$ cat config.mk
export PLATFORM = sky130hd
export DESIGN_NAME = mem_arbiter_flat
export DESIGN_NICKNAME = d
export VERILOG_FILES = /design/src/rtl/mem_arbiter_if.sv /design/src/rtl/mem_arbiter.sv /design/src/flat_wrapper.sv
export SDC_FILE = /design/constraint.sdc
export NUM_CORES = 1
export LEC_CHECK = 0
export ABC_AREA = 0
export CAP_MARGIN = 20
export CORE_MARGIN = 1
export CORE_UTILIZATION = 27
export CTS_BUF_LIST = sky130_fd_sc_hd__clkbuf_16
export CTS_CLUSTER_DIAMETER = 30
export DETAILED_ROUTE_END_ITERATION = 10
export PLACE_DENSITY_LB_ADDON = 0.25
export SKIP_CTS_REPAIR_TIMING = 1
export SYNTH_ARGS = -nofsm -noshare
export SYNTH_HDL_FRONTEND = slang
export SYNTH_SLANG_ARGS = --single-unit
$ cat constraint.sdc
create_clock -name clk -period 3.3 [get_ports clk]
set_input_delay 0.66 -clock clk [delete_from_list [all_inputs] [get_ports clk]]
set_output_delay 0.66 -clock clk [all_outputs]
set_load 0.05 [all_outputs]
$ cat src/rtl/mem_arbiter_if.sv
// mem_arbiter_if: bundles both masters' request/response signals and the
// single-port memory bus. The arbiter uses the slave modport; the side that
// issues requests and supplies memory read data uses the master modport.
interface mem_arbiter_if #(
  parameter int AW = 16,
  parameter int DW = 16
);
  logic          m0_req;
  logic          m0_we;
  logic          m0_lock;
  logic [AW-1:0] m0_addr;
  logic [DW-1:0] m0_wdata;
  logic          m0_ack;
  logic          m0_rvalid;

  logic          m1_req;
  logic          m1_we;
  logic          m1_lock;
  logic [AW-1:0] m1_addr;
  logic [DW-1:0] m1_wdata;
  logic          m1_ack;
  logic          m1_rvalid;

  logic [DW-1:0] m_rdata;
  logic [AW-1:0] mem_addr;
  logic [DW-1:0] mem_wdata;
  logic          mem_we;
  logic [DW-1:0] mem_rdata;
  logic [1:0]    owner;

  modport slave (
    input  m0_req, m0_we, m0_lock, m0_addr, m0_wdata,
    input  m1_req, m1_we, m1_lock, m1_addr, m1_wdata,
    input  mem_rdata,
    output m0_ack, m0_rvalid, m1_ack, m1_rvalid,
    output m_rdata, mem_addr, mem_wdata, mem_we, owner
  );

  modport master (
    output m0_req, m0_we, m0_lock, m0_addr, m0_wdata,
    output m1_req, m1_we, m1_lock, m1_addr, m1_wdata,
    output mem_rdata,
    input  m0_ack, m0_rvalid, m1_ack, m1_rvalid,
    input  m_rdata, mem_addr, mem_wdata, mem_we, owner
  );
endinterface

$ cat src/rtl/mem_arbiter.sv
// mem_arbiter: two-master arbiter in front of the single-port system memory.
// One master owns the memory port at a time; transfers are acked in the
// cycle they execute and read data comes back one cycle later.
// Build option ARB_ROUND_ROBIN_EN: when defined the masters alternate under
// contention; when undefined master 0 has fixed priority over master 1.
module mem_arbiter #(
  parameter int AW       = 16,
  parameter int DW       = 16,
  parameter int MAX_HOLD = 8
) (
  input  logic        clk,
  input  logic        rst,
  mem_arbiter_if.slave bus
);

  localparam int            HW        = $clog2(MAX_HOLD) + 1;
  localparam logic [HW-1:0] HOLD_LAST = HW'(MAX_HOLD - 1);

  typedef enum logic [1:0] {
    IDLE = 2'b00,
    OWN0 = 2'b01,
    OWN1 = 2'b10
  } state_e;

  state_e        state_q, state_d;
  logic [HW-1:0] holdCnt_q, holdCnt_d;
  logic          m0Rvalid_q, m1Rvalid_q;

  logic          m0Ack, m1Ack;
  logic [AW-1:0] memAddr;
  logic [DW-1:0] memWdata;
  logic          memWe;
  logic          switchTo0, switchTo1;

`ifdef ARB_ROUND_ROBIN_EN
  assign switchTo0 = bus.m0_req;
  assign switchTo1 = bus.m1_req;
`else
  assign switchTo0 = bus.m0_req;
  assign switchTo1 = ~bus.m0_req & bus.m1_req;
`endif

  // Route the owner's request onto the memory port and pick the next owner.
  always_comb begin
    state_d   = state_q;
    holdCnt_d = holdCnt_q;
    m0Ack     = 1'b0;
    m1Ack     = 1'b0;
    memAddr   = '0;
    memWdata  = '0;
    memWe     = 1'b0;
    case (state_q)
      IDLE: begin
        holdCnt_d = '0;
        if (bus.m0_req)      state_d = OWN0;
        else if (bus.m1_req) state_d = OWN1;
      end
      OWN0: begin
        m0Ack    = bus.m0_req;
        memAddr  = bus.m0_addr;
        memWdata = bus.m0_wdata;
        memWe    = bus.m0_req & bus.m0_we;
        if (bus.m0_lock && bus.m0_req && (holdCnt_q < HOLD_LAST)) begin
          holdCnt_d = holdCnt_q + HW'(1);
        end else if (bus.m0_lock && !bus.m0_req) begin
          holdCnt_d = holdCnt_q;
        end else if (switchTo1) begin
          state_d   = OWN1;
          holdCnt_d = '0;
        end else begin
          holdCnt_d = '0;
        end
      end
      OWN1: begin
        m1Ack    = bus.m1_req;
        memAddr  = bus.m1_addr;
        memWdata = bus.m1_wdata;
        memWe    = bus.m1_req & bus.m1_we;
        if (bus.m1_lock && bus.m1_req && (holdCnt_q < HOLD_LAST)) begin
          holdCnt_d = holdCnt_q + HW'(1);
        end else if (bus.m1_lock && !bus.m1_req) begin
          holdCnt_d = holdCnt_q;
        end else if (switchTo0) begin
          state_d   = OWN0;
          holdCnt_d = '0;
        end else begin
          holdCnt_d = '0;
        end
      end
      default: begin
        state_d   = IDLE;
        holdCnt_d = '0;
      end
    endcase
  end

  // State, burst counter and read-valid flags; reset drops any lock and pending read.
  always_ff @(posedge clk) begin
    if (rst) begin
      state_q    <= IDLE;
      holdCnt_q  <= '0;
      m0Rvalid_q <= 1'b0;
      m1Rvalid_q <= 1'b0;
    end else begin
      state_q    <= state_d;
      holdCnt_q  <= holdCnt_d;
      m0Rvalid_q <= m0Ack & ~bus.m0_we;
      m1Rvalid_q <= m1Ack & ~bus.m1_we;
    end
  end

  assign bus.m0_ack    = m0Ack;
  assign bus.m1_ack    = m1Ack;
  assign bus.m0_rvalid = m0Rvalid_q;
  assign bus.m1_rvalid = m1Rvalid_q;
  assign bus.m_rdata   = bus.mem_rdata;
  assign bus.mem_addr  = memAddr;
  assign bus.mem_wdata = memWdata;
  assign bus.mem_we    = memWe;
  assign bus.owner     = state_q;

endmodule

$ cat src/flat_wrapper.sv
// flat-port wrapper written by rule: the top's interface ports become plain ports
module mem_arbiter_flat 
#(
  parameter int AW       = 16,
  parameter int DW       = 16,
  parameter int MAX_HOLD = 8
)
  (clk, rst, bus_m0_req, bus_m0_we, bus_m0_lock, bus_m0_addr, bus_m0_wdata, bus_m1_req, bus_m1_we, bus_m1_lock, bus_m1_addr, bus_m1_wdata, bus_mem_rdata, bus_m0_ack, bus_m0_rvalid, bus_m1_ack, bus_m1_rvalid, bus_m_rdata, bus_mem_addr, bus_mem_wdata, bus_mem_we, bus_owner);
  mem_arbiter_if #(.AW(AW), .DW(DW)) bus_i ();
  input  logic clk;
  input  logic rst;
  input wire logic [$bits(bus_i.m0_req)-1:0] bus_m0_req;
  input wire logic [$bits(bus_i.m0_we)-1:0] bus_m0_we;
  input wire logic [$bits(bus_i.m0_lock)-1:0] bus_m0_lock;
  input wire logic [$bits(bus_i.m0_addr)-1:0] bus_m0_addr;
  input wire logic [$bits(bus_i.m0_wdata)-1:0] bus_m0_wdata;
  input wire logic [$bits(bus_i.m1_req)-1:0] bus_m1_req;
  input wire logic [$bits(bus_i.m1_we)-1:0] bus_m1_we;
  input wire logic [$bits(bus_i.m1_lock)-1:0] bus_m1_lock;
  input wire logic [$bits(bus_i.m1_addr)-1:0] bus_m1_addr;
  input wire logic [$bits(bus_i.m1_wdata)-1:0] bus_m1_wdata;
  input wire logic [$bits(bus_i.mem_rdata)-1:0] bus_mem_rdata;
  output wire logic [$bits(bus_i.m0_ack)-1:0] bus_m0_ack;
  output wire logic [$bits(bus_i.m0_rvalid)-1:0] bus_m0_rvalid;
  output wire logic [$bits(bus_i.m1_ack)-1:0] bus_m1_ack;
  output wire logic [$bits(bus_i.m1_rvalid)-1:0] bus_m1_rvalid;
  output wire logic [$bits(bus_i.m_rdata)-1:0] bus_m_rdata;
  output wire logic [$bits(bus_i.mem_addr)-1:0] bus_mem_addr;
  output wire logic [$bits(bus_i.mem_wdata)-1:0] bus_mem_wdata;
  output wire logic [$bits(bus_i.mem_we)-1:0] bus_mem_we;
  output wire logic [$bits(bus_i.owner)-1:0] bus_owner;
  assign bus_i.m0_req = bus_m0_req;
  assign bus_i.m0_we = bus_m0_we;
  assign bus_i.m0_lock = bus_m0_lock;
  assign bus_i.m0_addr = bus_m0_addr;
  assign bus_i.m0_wdata = bus_m0_wdata;
  assign bus_i.m1_req = bus_m1_req;
  assign bus_i.m1_we = bus_m1_we;
  assign bus_i.m1_lock = bus_m1_lock;
  assign bus_i.m1_addr = bus_m1_addr;
  assign bus_i.m1_wdata = bus_m1_wdata;
  assign bus_i.mem_rdata = bus_mem_rdata;
  assign bus_m0_ack = bus_i.m0_ack;
  assign bus_m0_rvalid = bus_i.m0_rvalid;
  assign bus_m1_ack = bus_i.m1_ack;
  assign bus_m1_rvalid = bus_i.m1_rvalid;
  assign bus_m_rdata = bus_i.m_rdata;
  assign bus_mem_addr = bus_i.mem_addr;
  assign bus_mem_wdata = bus_i.mem_wdata;
  assign bus_mem_we = bus_i.mem_we;
  assign bus_owner = bus_i.owner;
  mem_arbiter #(.AW(AW), .DW(DW), .MAX_HOLD(MAX_HOLD)) u_core (.clk(clk), .rst(rst), .bus(bus_i));
endmodule
==> flow_metrics.tcl, run 1 <==
set metrics [dict create \
    drc 0 \
    yosys.cell_types.count 29 \
    rows 22 \
    grt_max_degree 36 \
    pwr-share-seq_pct 6.6 \
    r2r-start "u_core.bus.owner[1]$_SDFFE_PP0P_" \
    synthTopCellsByArea "a22oi_1 (24%), dfxtp_1 (15%), nor2_1 (13%), buf_4 (12%), ha_1 (4.8%)" \
    synth_edf_count 0 \
    nets 334 \
    core_mm2 0.00366 \
    grt_overflow_total 0 \
    report.final.slew_viol_count 0 \
    min_period_ns 2.64 \
    synth_top_area_share_pct 23.9 \
    hold_violations 0 \
    clock.fmax_mhz 379 \
    cts_max_level 1 \
    critPathLaunch "u_core.bus.owner[1]$_SDFFE_PP0P_" \
    place_ws_ns 0.756 \
    synth_commonest_cells "nor2_1 (35), a22oi_1 (33), buf_4 (17)" \
    drt_iter0_markers 77 \
    dp_hpwl_mm 3.41 \
    p_sw_w 0.00100 \
    syn_inst 152 \
    clkTransAtPathRegs_ns 0.04 \
    yosysTopAreaCell "a22oi_1" \
    area_growth_pct 135 \
    root_buffer "clkbuf_16" \
    tightest_slew_ns 0.514 \
    finClkSkew_ns 0.000149 \
    setup_ws_ns 0.659 \
    cp-start-kind "flop" \
    synth_flop_cell "dfxtp_1" \
    drive_gt1_share_pct 19.2 \
    yosys_warnings 0 \
    crit_required_ns 2.64 \
    cap_violations 0 \
    synth_most_common_cell "nor2_1" \
    r2r_setup_slack_ns 1.15 \
    antenna_found_initial 0 \
    gp_congestion 0.808 \
    drt_wl_total_mm 4.25 \
    drt-wirelength-per-cell_um 14.7 \
    combPwrFrac_pct 82.6 \
    clockBufferDepth 2 \
    syn_area_mm2 0.00103 \
    power_density_mw_per_mm2 792 \
    wl_met3_um 385 \
    rsz0062_at_grt "no" \
    status "complete, no violations" \
    fillers 311 \
    grt_first_pass_wirelength_mm 6.69 \
    period_share_pct 80.0 \
    cts_tree "done" \
    fin_tns_setup_ns 0 \
    start_util_pct 28.3 \
    leakagePower_nw 0.891 \
    path_class "reg2out" \
    power.internal_w 0.000923 \
    seq_area_um2 160 \
    dr_wl_met2_mm 2.03 \
    syn_nets 244 \
    worstPathArrival_ns 1.98 \
    cts_made_buffers 3 \
    clkLatencyLatePin_ns 0.24 \
    num_antenna_cells 0 \
    worstSetupEndpoint "bus_mem_addr[4]" \
    reg2regPathDepth 7 \
    met1_length_mm 1.76 \
    vias_per_cell 5.06 \
    die_w_um 63.9 \
    die-area_mm2 0.00408 \
    syn_area_per_cell_um2 6.81 \
    detail-route-antenna-nets 0 \
    slew_headroom_pct 65.6 \
    top_layer "met4" \
    boundaryPins 143 \
    num_vias 1458 \
    grtUsageTotal_pct 21.2 \
    peakVddDrop_uv 362 \
    setup_viol 0 \
    r2r_end "u_core.holdCnt_q[1]$_SDFFE_PP0P_" \
    critPathMaxFanout 27 \
    die_h_um 63.9 \
    synth_seq_cells 8 \
    switching_share_pct 52.0 \
    grt_pass1_vias 1355 \
    drt-pass1-iter-count 4 \
    cts_sinks 8 \
    p_clk_share_pct 10.8 \
    place.port_buffers 110 \
    yosysSeqAreaShare_pct 15.5 \
    synth-async-reset-ratio_pct 0 \
    multiInputGateArea_um2 671 \
    endpoint_kind "output pin" \
    min_path_type "reg2reg" \
]
## cells in the final DEF (no fill, tap or decap), drive strengths merged
cell / n
clkdlybuf4s50: 75
buf: 38
nor2: 35
a22oi: 33
a21oi: 8
dfxtp: 8
nand2: 7
nand3: 5
ha: 4
inv: 3
clkbuf: 3
and2: 3
nor3: 2
nor3b: 2
nand3b: 2
o21ai: 2
clkinv: 1
o21a: 1
a21o: 1
a211oi: 1
o21bai: 1
mux2: 1
and3: 1
and2b: 1
or4: 1
o41ai: 1
## cell type report
| class | count | area share [%] |
|---|---|---|
| clock buffer | 3 | 3.09 |
| inverter | 4 | 0.618 |
| multi-input combinational | 112 | 27.6 |
| sequential | 8 | 6.59 |
| tap | 48 | 2.47 |
| timing repair buffer | 113 | 59.6 |
## logic make-up (layout without fill, tap and decap cells)
logic type                 count (synthesis)  count (layout)  share of synthesized area (%)
adders and majority gates                  4               4                           4.84
muxes                                      1               1                           1.09
buffers and inverters                     32             120                           19.7
DFF                                        8               8                           15.5
AOI/OAI and AO/OA                         48              48                           32.9
and+or+nand+nor                           59              59                           26.0
## per-layer routing
layer  vias to the layer above  track usage (%)
li1                        703                -
met1                       670             25.6
met2                        78             34.2
met3                         7             7.68
met4                         0             7.67
met5                         -                0
## worst min path at each step
| stage | from | to | slack [ns] | cells after the start |
|---|---|---|---|---|
| after floorplan | u_core.holdCnt_q[3]$_SDFFE_PP0P_ | u_core.holdCnt_q[3]$_SDFFE_PP0P_ | 0.43 | 2 |
| after global placement | u_core.holdCnt_q[3]$_SDFFE_PP0P_ | u_core.holdCnt_q[3]$_SDFFE_PP0P_ | 0.44 | 2 |
| after detailed placement | u_core.holdCnt_q[3]$_SDFFE_PP0P_ | u_core.holdCnt_q[3]$_SDFFE_PP0P_ | 0.45 | 2 |
| after CTS | u_core.holdCnt_q[3]$_SDFFE_PP0P_ | u_core.holdCnt_q[3]$_SDFFE_PP0P_ | 0.46 | 2 |
| after global routing | u_core.holdCnt_q[3]$_SDFFE_PP0P_ | u_core.holdCnt_q[3]$_SDFFE_PP0P_ | 0.49 | 2 |
| final | u_core.holdCnt_q[3]$_SDFFE_PP0P_ | u_core.holdCnt_q[3]$_SDFFE_PP0P_ | 0.45 | 2 |
## metrics by stage
step | hold slack [ns] | power [W] | area, um^2 | util, % | std cells
2_1_floorplan | 0.431 | 0.00111 | 1030 | - | 152
3_3_place_gp | 0.442 | 0.00171 | 2350 | 64.3 | 285
3_5_place_dp | 0.453 | 0.00172 | 2350 | 64.3 | 285
4_1_cts | 0.458 | 0.00193 | 2430 | 66.4 | 288
5_1_grt | 0.488 | 0.00203 | 2430 | 66.4 | 288
6_report | 0.453 | 0.00192 | 2430 | 66.4 | 288
## flip-flops by register name (all words and copies together) (netlist names)
name,cells
u_core.bus.owner,2
u_core.bus.m0_rvalid,1
u_core.bus.m1_rvalid,1
u_core.holdCnt_q,4
## critical path, stage by stage, from the launching register on
cell and delay (ns):
dfxtp_1 0.39, inv_1 0.11, ha_1 0.29, clkinv_1 0.20
buf_4 0.31, nor2_1 0.25, buf_12 0.18
## power by group through the flow
stage | Clock [W] | Sequential, W | Combinational, W
floorplan | 0 | 0.000174 | 0.000937
global placement | 0 | 0.000128 | 0.00158
detailed placement | 0 | 0.000129 | 0.00159
CTS | 0.000210 | 0.000128 | 0.00160
global route | 0.000215 | 0.000129 | 0.00168
finish | 0.000208 | 0.000127 | 0.00159
(Power assumes the default switching activity.)
==> inputs of run 2 (changes only) <==
CORE_UTILIZATION = 25   (was 27)
clock period = 2.7 ns   (was 3.3 ns; I/O delays follow)
==> run 2 against run 1 <==
  * Sequential share of layout area is 0.12 points lower
  * Wire length is 4.6% lower
  * Via count is 1.4% lower
  * Worst hold slack better by 0.0057 ns
  * Critical endpoint is now bus_mem_wdata[15]
  * Largest cell class unchanged
  * Cell area is 1.9% higher
  * Clock-buffer cell count stayed put
  * Critical path type unchanged
==> flow_metrics.tcl, run 2 (same netlist as run 1, synthesis figures left out) <==
set metrics [dict create \
    critPathLaunch "u_core.bus.owner[1]$_SDFFE_PP0P_" \
    grtUsageTotal_pct 17.2 \
    num_vias 1438 \
    slew_headroom_pct 65.1 \
    cts_made_buffers 3 \
    dp_hpwl_mm 3.30 \
    die-area_mm2 0.00440 \
    grt_max_degree 28 \
    drive_gt1_share_pct 20.2 \
    gp_congestion 0.783 \
    area_growth_pct 139 \
    nets 336 \
    grt_first_pass_wirelength_mm 5.71 \
    hold_violations 0 \
    drt-wirelength-per-cell_um 13.9 \
    setup_viol 0 \
    rsz0062_at_grt "no" \
    place.port_buffers 110 \
    antenna_found_initial 0 \
    clock.fmax_mhz 407 \
    cap_violations 0 \
    final_common_cell "clkdlybuf4s50_1" \
    core_mm2 0.00400 \
    detail-route-antenna-nets 0 \
    worstPathArrival_ns 1.91 \
    start_util_pct 25.9 \
    cts_tree "done" \
    boundaryPins 143 \
    vias_per_cell 4.92 \
    drt_wl_total_mm 4.05 \
    critPathMaxFanout 27 \
    r2r-start "u_core.bus.owner[1]$_SDFFE_PP0P_" \
    largest_register "u_core.holdCnt_q" \
    path_class "reg2out" \
    peakVddDrop_uv 711 \
    min_period_ns 2.45 \
    grt_pass1_vias 1218 \
    cts_sinks 8 \
    crit_required_ns 2.16 \
    rows 23 \
    clkLatencyLatePin_ns 0.23 \
    tightest_slew_ns 0.520 \
    drc 0 \
    period_share_pct 90.9 \
    holdCritStartpoint "u_core.holdCnt_q[3]$_SDFFE_PP0P_" \
    drt_iter0_markers 69 \
    drt-pass1-iter-count 4 \
    min_path_type "reg2reg" \
    setup_ws_ns 0.246 \
    num_antenna_cells 0 \
    report.final.slew_viol_count 0 \
    die_w_um 66.3 \
    grt_overflow_total 0 \
    final_cell_mix "clkdlybuf4s50_1 (75), nor2_1 (35), buf_12 (35), a22oi_1 (33), dfxtp_1 (8)" \
    endpoint_kind "output pin" \
    leakagePower_nw 0.907 \
    power_density_mw_per_mm2 959 \
    die_h_um 66.3 \
    cp-start-kind "flop" \
    place_ws_ns 0.377 \
    status "complete, no violations" \
    finClkSkew_ns 0.00522 \
    design_power_total_w 0.00238 \
    clkTransAtPathRegs_ns 0.04 \
    root_buffer "clkbuf_16" \
    largest_register_ffs 4 \
    cts_max_level 1 \
    clockBufferDepth 2 \
]
-- run 2: cell types whose count changed in the layout (fill, tap and decap cells not counted) --
cell | before | now
a21oi_1 | 8 | 7
a21oi_2 | 0 | 1
buf_12 | 33 | 35
-- run 2: path summary, 6_finish.rpt --
| check | end | slack, ns | cells after the start |
|---|---|---|---|
| max reg2reg | u_core.holdCnt_q[1]$_SDFFE_PP0P_ | 0.59 | 7 |
| max | bus_mem_wdata[15] | 0.25 | 6 |
| min | u_core.holdCnt_q[3]$_SDFFE_PP0P_ | 0.46 | 2 |
| min reg2reg | u_core.holdCnt_q[3]$_SDFFE_PP0P_ | 0.46 | 2 |
-- run 2: critical path, cell delays in order (launching register included) --
cell      delay, ns
dfxtp_1        0.40
inv_1          0.11
ha_1           0.29
clkinv_1       0.17
buf_4          0.29
nor2_1         0.24
buf_12         0.17
-- run 2: layer usage --
metal  global-route usage, %  vias up  part of all wire [%]
met5                       0        -                     0
met4                    5.05        0                   1.0
met3                    6.21       12                   8.9
met2                    31.5       75                    54
met1                    18.3      641                    36
li1                        -      710                     -
-- run 2: area by class of cell --
type	count	area, um^2
Timing Repair Buffer	115	1490
Fill cell	361	1520
Multi-Input combinational cell	112	674
Inverter	4	15.0
Tap cell	50	62.6
Sequential cell	8	160
Clock buffer	3	75.1
-- run 2: through the flow --
stage                     std cells  area [um^2]  hold WS [ns]  setup TNS [ns]  util, %
after floorplan                 152         1040         0.431          -0.574        -
after global placement          289         2400         0.446               0     60.0
after detailed placement        289         2400         0.453               0     60.0
after CTS                       292         2480         0.460               0     61.9
after global routing            292         2480         0.497               0     61.9
final                           292         2480         0.459               0     61.9
-- run 2: where the power goes --
part / total (W) / internal (W) / switching, W
logic: 0.00197 / 0.000840 / 0.00113
registers: 0.000157 / 0.000137 / 0.0000200
clock network: 0.000249 / 0.000191 / 0.0000584
total: 0.00238 / 0.00117 / 0.00121
==> inputs of run 3 (changes only) <==
--- a/constraint.sdc
+++ b/constraint.sdc
@@ -3,2 +3,2 @@
 set_output_delay 0.54 -clock clk [all_outputs]
-set_load 0.05 [all_outputs]
+set_load 0.005 [all_outputs]
==> run 3 against run 2 <==
  * Die area is the same
  * Critical path type unchanged
  * Flip-flop and latch count is the same
  * Worst hold slack lost 0.0059 ns
==> flow_metrics.tcl, run 3 (same netlist as run 1, synthesis figures left out) <==
set metrics [dict create \
    num_antenna_cells 0 \
    cts_sinks 8 \
    power_density_mw_per_mm2 765 \
    cts_tree "done" \
    drt-wirelength-per-cell_um 13.5 \
    drt_wl_total_mm 3.96 \
    cts_max_level 1 \
    rows 23 \
    grtUsageTotal_pct 19.0 \
    cts_made_buffers 3 \
    drt_iter0_markers 49 \
    boundaryPins 143 \
    drc 0 \
    design_power_total_w 0.00165 \
    critPathMaxFanout 6 \
    grt_first_pass_wirelength_mm 6.40 \
    antenna_found_initial 0 \
    rsz0062_at_grt "no" \
    nets 336 \
    die_h_um 66.3 \
    clkLatencyLatePin_ns 0.24 \
    area_growth_pct 109 \
    post-route-util_pct 54.0 \
    largest_register_ffs 4 \
    cap_violations 0 \
    r2r_setup_slack_ns 0.83 \
    grt_max_degree 36 \
    path_class "reg2out" \
    clock.fmax_mhz 392 \
    num_vias 1386 \
    clockBufferDepth 2 \
    die-area_mm2 0.00440 \
    hold_violations 0 \
    core_mm2 0.00400 \
    report.final.slew_viol_count 0 \
    detail-route-antenna-nets 0 \
    min_period_ns 2.55 \
    root_buffer "clkbuf_16" \
    die_w_um 66.3 \
    clkTransAtPathRegs_ns 0.04 \
    endpoint_kind "output pin" \
    status "complete, no violations" \
    min_path_type "reg2reg" \
    vias_per_cell 4.75 \
    leakagePower_nw 0.751 \
    drive_gt1_share_pct 5.79 \
    fillers 385 \
    setup_viol 0 \
    seq_area_um2 161 \
    cp-start-kind "flop" \
    final_common_cell "clkdlybuf4s50_1" \
    start_util_pct 25.9 \
    grt_pass1_vias 1381 \
    crit_required_ns 2.16 \
    place.port_buffers 110 \
    slew_headroom_pct 66.9 \
    period_share_pct 94.5 \
    drt-pass1-iter-count 4 \
    finClkSkew_ns 0.00457 \
    gp_congestion 0.753 \
    fin_tns_setup_ns 0 \
    multiInputGateArea_um2 671 \
    tightest_slew_ns 0.494 \
    largest_register "u_core.holdCnt_q" \
    final_cell_mix "clkdlybuf4s50_1 (110), nor2_1 (35), a22oi_1 (33), a21oi_1 (8)" \
    worstPathArrival_ns 2.01 \
    dp_hpwl_mm 3.10 \
    grt_overflow_total 0 \
    fin_hold_ws_ns 0.453 \
    peakVddDrop_uv 344 \
]
## run 3: cell count changes in the layout (fill, tap and decap cells not counted)
cell             delta
clkdlybuf4s50_1    +35
a21oi_2             -1
dfxtp_2             +1
buf_12             -32
a21oi_1             +1
dfxtp_1             -1
buf_4               -3
## run 3: power by group
part,switching [W],leakage (nW),internal [W]
Sequential,0.0000178,0.0652,0.000139
Clock,0.0000638,0.0370,0.000192
Combinational,0.000595,0.649,0.000647
Total,0.000676,0.751,0.000977
## run 3: final timing paths
path | start | end | cells past startpoint
max | u_core.bus.owner[0]$_SDFFE_PP0P_ | bus_mem_we | 6
min | u_core.holdCnt_q[3]$_SDFFE_PP0P_ | u_core.holdCnt_q[3]$_SDFFE_PP0P_ | 2
min reg2reg | u_core.holdCnt_q[3]$_SDFFE_PP0P_ | u_core.holdCnt_q[3]$_SDFFE_PP0P_ | 2
max reg2reg | u_core.bus.owner[1]$_SDFFE_PP0P_ | u_core.holdCnt_q[3]$_SDFFE_PP0P_ | 7
## run 3: worst max-delay path, stage by stage (launching register included)
cell and delay, ns:
dfxtp_1 0.32, inv_1 0.13, ha_1 0.35, and2_1 0.23
nand2_1 0.06, a21oi_1 0.15, clkdlybuf4s50_1 0.52
## run 3: layout make-up
| cell class | count | share of cell area (%) |
|---|---|---|
| well taps | 50 | 2.90 |
| inverters | 4 | 0.695 |
| multi-input cells | 112 | 31.0 |
| repair buffers | 115 | 54.4 |
| flip-flops and latches | 8 | 7.47 |
| clock buffers | 3 | 3.47 |
## run 3: per-layer routing
layer	up-vias	GRT usage, %	wire length, um
met5	-	0	0
met4	0	4.79	40
met3	5	9.31	483
met2	74	31.8	1870
met1	601	21.3	1560
li1	706	-	-
## run 3: through the flow
stage / cells / area (um^2) / setup slack (ns)
2_1_floorplan: 152 / 1030 / 0.922
3_3_place_gp: 289 / 2080 / 0.214
3_5_place_dp: 289 / 2080 / 0.244
4_1_cts: 292 / 2160 / 0.115
5_1_grt: 292 / 2160 / 0.0165
6_report: 292 / 2160 / 0.147
